===== config.mk =====
export PLATFORM = sky130hd
export DESIGN_NAME = remap_sched
export DESIGN_NICKNAME = d
export VERILOG_FILES = /design/src/rtl/remap_sched.sv
export SDC_FILE = /design/constraint.sdc
export NUM_CORES = 1
export LEC_CHECK = 0
export BUFFER_PORTS_ARGS = -buffer_cell sky130_fd_sc_hd__buf_2
export CAP_MARGIN = 20
export CORE_MARGIN = 5
export CORE_UTILIZATION = 43
export CTS_CLUSTER_DIAMETER = 80
export DETAILED_ROUTE_END_ITERATION = 8
export GPL_ROUTABILITY_DRIVEN = 0
export HOLD_SLACK_MARGIN = 0.05
export PLACE_DENSITY = 0.92
export SLEW_MARGIN = 10
export SYNTH_ARGS = -nofsm -noshare
export SYNTH_HDL_FRONTEND = slang
export SYNTH_SLANG_ARGS = --single-unit

===== constraint.sdc =====
create_clock -name clk_i -period 4 [get_ports clk_i]
set_input_delay 0.6 -clock clk_i [delete_from_list [all_inputs] [get_ports clk_i]]
set_output_delay 0.6 -clock clk_i [all_outputs]
set_load 0.05 [all_outputs]

===== src/rtl/remap_sched.sv =====
// remap_sched: four-requester round-robin scheduler feeding one shared remap
// datapath through a two-stage pipeline (operand stage, response stage).
//
// Ports:
//   clk_i        - sole clock, all state on the rising edge
//   rst_i        - asynchronous active-high reset
//   req_valid_i  - per-requester operand valid
//   req_num_i    - packed operands, requester i at [i*NUM_W +: NUM_W]
//   req_ready_o  - per-requester accept (one-hot or zero)
//   dp_num_o     - registered operand driven into the remap datapath
//   dp_rslt_i    - combinational datapath result for dp_num_o
//   rsp_valid_o  - response valid
//   rsp_id_o     - requester owning the response
//   rsp_rslt_o   - registered datapath result
//   rsp_ready_i  - response consumer accept
//   stat_sel_i   - grant counter select   (REMAP_SCHED_STATS_EN only)
//   stat_cnt_o   - selected grant count   (REMAP_SCHED_STATS_EN only)
//
// Optional feature macro: REMAP_SCHED_STATS_EN adds four saturating 16-bit
// per-requester handshake counters.
module remap_sched #(
    parameter int NUM_REQ = 4,
    parameter int NUM_W   = 32
) (
    input  logic                     clk_i,
    input  logic                     rst_i,
    input  logic [NUM_REQ-1:0]       req_valid_i,
    input  logic [NUM_REQ*NUM_W-1:0] req_num_i,
    output logic [NUM_REQ-1:0]       req_ready_o,
    output logic [NUM_W-1:0]         dp_num_o,
    input  logic [NUM_W-1:0]         dp_rslt_i,
    output logic                     rsp_valid_o,
    output logic [1:0]               rsp_id_o,
    output logic [NUM_W-1:0]         rsp_rslt_o,
    input  logic                     rsp_ready_i
`ifdef REMAP_SCHED_STATS_EN
    ,
    input  logic [1:0]               stat_sel_i,
    output logic [15:0]              stat_cnt_o
`endif
);

    logic             op_valid_q, op_valid_d;
    logic [1:0]       op_id_q, op_id_d;
    logic [NUM_W-1:0] dp_num_q, dp_num_d;
    logic             rsp_valid_q, rsp_valid_d;
    logic [1:0]       rsp_id_q, rsp_id_d;
    logic [NUM_W-1:0] rsp_rslt_q, rsp_rslt_d;
    logic [1:0]       rr_ptr_q, rr_ptr_d;

    logic [NUM_REQ-1:0] grant;
    logic [1:0]         grant_id;
    logic               grant_any;
    logic               stage0_accept;
    logic               stage1_accept;
    logic               req_hs;

    // Round-robin scan starting at rr_ptr_q; first valid requester wins.
    always_comb begin
        logic [1:0] idx;
        grant     = '0;
        grant_id  = '0;
        grant_any = 1'b0;
        idx       = '0;
        for (int unsigned k = 0; k < NUM_REQ; k++) begin
            idx = rr_ptr_q + k[1:0];
            if (!grant_any && req_valid_i[idx]) begin
                grant_any = 1'b1;
                grant_id  = idx;
            end
        end
        grant[grant_id] = grant_any;
    end

    assign stage1_accept = !rsp_valid_q || rsp_ready_i;
    assign stage0_accept = !op_valid_q || stage1_accept;

    // Ready is gated by reset so nothing is accepted while rst_i is high.
    assign req_ready_o = grant & {NUM_REQ{stage0_accept && !rst_i}};
    assign req_hs      = grant_any && stage0_accept && !rst_i;

    always_comb begin
        op_valid_d  = op_valid_q;
        op_id_d     = op_id_q;
        dp_num_d    = dp_num_q;
        rr_ptr_d    = rr_ptr_q;
        rsp_valid_d = rsp_valid_q;
        rsp_id_d    = rsp_id_q;
        rsp_rslt_d  = rsp_rslt_q;

        if (stage0_accept) begin
            op_valid_d = req_hs;
            if (req_hs) begin
                op_id_d  = grant_id;
                dp_num_d = req_num_i[int'(grant_id)*NUM_W +: NUM_W];
                rr_ptr_d = grant_id + 2'd1;
            end
        end

        // When the response stage drains with no operand behind it only the
        // valid drops; id/result hold their last values.
        if (stage1_accept) begin
            rsp_valid_d = op_valid_q;
            if (op_valid_q) begin
                rsp_id_d   = op_id_q;
                rsp_rslt_d = dp_rslt_i;
            end
        end
    end

    always_ff @(posedge clk_i or posedge rst_i) begin
        if (rst_i) begin
            op_valid_q  <= 1'b0;
            op_id_q     <= '0;
            dp_num_q    <= '0;
            rr_ptr_q    <= '0;
            rsp_valid_q <= 1'b0;
            rsp_id_q    <= '0;
            rsp_rslt_q  <= '0;
        end else begin
            op_valid_q  <= op_valid_d;
            op_id_q     <= op_id_d;
            dp_num_q    <= dp_num_d;
            rr_ptr_q    <= rr_ptr_d;
            rsp_valid_q <= rsp_valid_d;
            rsp_id_q    <= rsp_id_d;
            rsp_rslt_q  <= rsp_rslt_d;
        end
    end

    assign dp_num_o    = dp_num_q;
    assign rsp_valid_o = rsp_valid_q;
    assign rsp_id_o    = rsp_id_q;
    assign rsp_rslt_o  = rsp_rslt_q;

`ifdef REMAP_SCHED_STATS_EN
    logic [15:0] cnt_q [NUM_REQ];

    always_ff @(posedge clk_i or posedge rst_i) begin
        if (rst_i) begin
            for (int unsigned i = 0; i < NUM_REQ; i++) begin
                cnt_q[i] <= '0;
            end
        end else if (req_hs && (cnt_q[grant_id] != '1)) begin
            cnt_q[grant_id] <= cnt_q[grant_id] + 16'd1;
        end
    end

    assign stat_cnt_o = cnt_q[stat_sel_i];
`endif

endmodule


==> flow_summary.toml <==
[synth]
ys_ff_latch = 72
yosysUniqueCellTypes = 36
syn_nets = 520
yosysTopAreaCellShare = 0.492
synth_edf_count = 0
yosys.area.top_type = "dfrtp_1"
yosysMostFrequentCell = "dfrtp_1"
postSynthCellCount = 353
synth_flop_cell = "dfrtp_1"
syn_avg_cell_area_sq_um = 10.4
ys_seq_area_frac = 0.492
synthArstFlopShare = 1.00
ys_top_cells_by_count = "dfrtp_1, nand3_1, nor2_1"
yosys_warnings = 0
syn-cell-area_sq_um = 3660
synth_area_leaders = "dfrtp_1, mux2_2, nand3_1"

[grt]
grt_pass1_wl_mm = 20.7
grt_pass1_vias = 4085
overflow = 0
antenna_found_initial = 0
grt_max_degree = 73
track_usage = 0.261

[route]
drcViolationCount = 0
drt_iter0_markers = 154
vias = 4001
antenna_left = 0
first_pass_iters = 6
wire_per_inst_um = 20.5
viasPerCell = 5.87
drt_wl_total_mm = 14.0

[cts]
insertion_delay_ps = 330
clkTransAtPathRegs_ps = 80
cts_resized = 0
numCtsBuffers = 9
clock_path_buffers = 2
htreeDepth = 3
postCtsSetupRepairBufs = 0
cts_tree = "yes"
root_buffer = "clkbuf_8"
clock_sinks = 72
cts_hold_buf = 0

[power_and_ir_drop]
power_leakage_nw = 2.44
sw_frac_of_total = 0.464
combPwrFrac = 0.465
power.switching_mw = 1.42
p_int_mw = 1.65
powerDensity_nw_per_um2 = 605
total_power_mw = 3.07
p_clk_frac = 0.207
p_seq_frac = 0.328
vdd_drop_max_mv = 0.258

[timing]
finalClockSkew_ps = 14.2
rsz0062_at_grt = "no"
period_needed_ps = 2920
drv_slew = 0
finalCritPeriodShare = 0.730
fmax_ghz = 0.343
finalSetupTns_ps = 0
slew_headroom = 0.378
finalSetupViolations = 0
tightest_slew_ps = 932
hold_violations = 0

[layout]
synthToLayoutAreaGrowth_pct = 38.5
drive_gt1_frac = 0.533
fill_cells = 709
seqCellArea_sq_um = 1800
nets = 739
multiInputGateArea_sq_um = 1660

[floorplan]
io_pins = 238
die_width_um = 102
die_h_um = 102
initial_core_util = 0.443
core_area_sq_um = 8260
fp-row-count = 33
die_area_sq_um = 10500

[job]
cap_viol_max_count = 0

[place]
hpwl_mm = 10.4
portBuffers = 237

[critical_path]
critPathMaxFanout = 15
start_kind = "flip-flop"
arrival_ps = 2320
worstPathRequired_ps = 3400
path_class = "flip-flop to output pin"
crit_path_end_kind = "output pin"

[status]
run_status = "complete, no violations"

[hold_path]
hp-class = "input port to flip-flop"
-- kinds of logic after synthesis --
logic type | Yosys count | synth area share
DFF | 72 | 0.492
muxes | 35 | 0.107
and+or+nand+nor | 120 | 0.158
AOI/OAI and AO/OA | 86 | 0.182
buffers and inverters | 40 | 0.0605
-- area by class of cell --
class | instances | share of cell area
Clock buffer | 10 | 0.0271
Antenna cell | 1 | 0.000493
Multi-Input combinational cell | 241 | 0.327
Inverter | 3 | 0.00296
Clock inverter | 5 | 0.0160
Tap cell | 105 | 0.0259
Sequential cell | 72 | 0.355
Timing Repair Buffer | 245 | 0.246
-- power groups by stage --
stage / clock [mW] / combinational (mW) / sequential (mW)
3_5_place_dp: 0 / 1.43 / 1.02
4_1_cts: 0.648 / 1.43 / 1.00
3_3_place_gp: 0 / 1.39 / 1.00
6_report: 0.636 / 1.43 / 1.01
2_1_floorplan: 0 / 0.471 / 1.56
5_1_grt: 0.682 / 1.50 / 1.02
-- worst max-delay path, stage by stage (launching register included) --
cell     delay, ps
dfrtp_1        520
o21ai_1        210
a221o_1        630
nor3_1         310
buf_2          310
-- per-stage QoR --
| stage | hold WS (ps) | util | setup slack, ps | area, sq um | instances |
|---|---|---|---|---|---|
| 2_1_floorplan | 445 | - | 400 | 3670 | 353 |
| 3_3_place_gp | 472 | 0.588 | 1260 | 4850 | 666 |
| 3_5_place_dp | 491 | 0.588 | 1170 | 4850 | 666 |
| 4_1_cts | 476 | 0.614 | 1090 | 5070 | 681 |
| 5_1_grt | 472 | 0.614 | 928 | 5070 | 681 |
| 6_report | 493 | 0.614 | 1080 | 5070 | 682 |
-- sequential cells by signal, indices dropped and copies added, names as in the netlist --
signal	flops
op_valid_q	1
rsp_id_o	2
op_id_q	2
rsp_valid_o	1
dp_num_o	32
rr_ptr_q	2
rsp_rslt_o	32
-- metal layers --
| layer | wire [um] | global-route usage | share of wire |
|---|---|---|---|
| met4 | 429 | 0.119 | 0.031 |
| met1 | 5090 | 0.297 | 0.36 |
| met5 | 0 | 0 | 0 |
| met2 | 6970 | 0.460 | 0.50 |
| met3 | 1480 | 0.0655 | 0.11 |
-- worst paths after layout --
kind / from / to / slack, ps / cells past startpoint
setup / recovery: rr_ptr_q[1] / req_ready_o[2] / 1080 / 4
hold / removal: dp_rslt_i[16] / rsp_rslt_o[16] / 490 / 2
setup reg to reg: rr_ptr_q[0] / dp_num_o[16] / 1730 / 6
hold reg to reg: rsp_rslt_o[31] / rsp_rslt_o[31] / 510 / 1
max in group asynchronous: rst_i / dp_num_o[16] / 2770 / 3
min in group asynchronous: rst_i / rsp_rslt_o[25] / 610 / 3
-- placed cells by master (no fill, tap or decap), types with 2 or more instances in the layout --
master,instances
a21o_1,3
a21oi_1,4
a221oi_1,29
a221oi_2,3
a31oi_1,32
and2_1,2
buf_2,237
buf_4,8
bufinv_16,2
clkbuf_8,10
clkinvlp_4,2
dfrtp_1,72
mux2_2,34
nand2_1,6
nand2b_1,3
nand3_1,65
nor2_1,35
nor2b_1,2
nor3_1,2
o21a_1,2
o21ai_0,4
o21ai_1,2
Power figures use the tool's default switching activity.
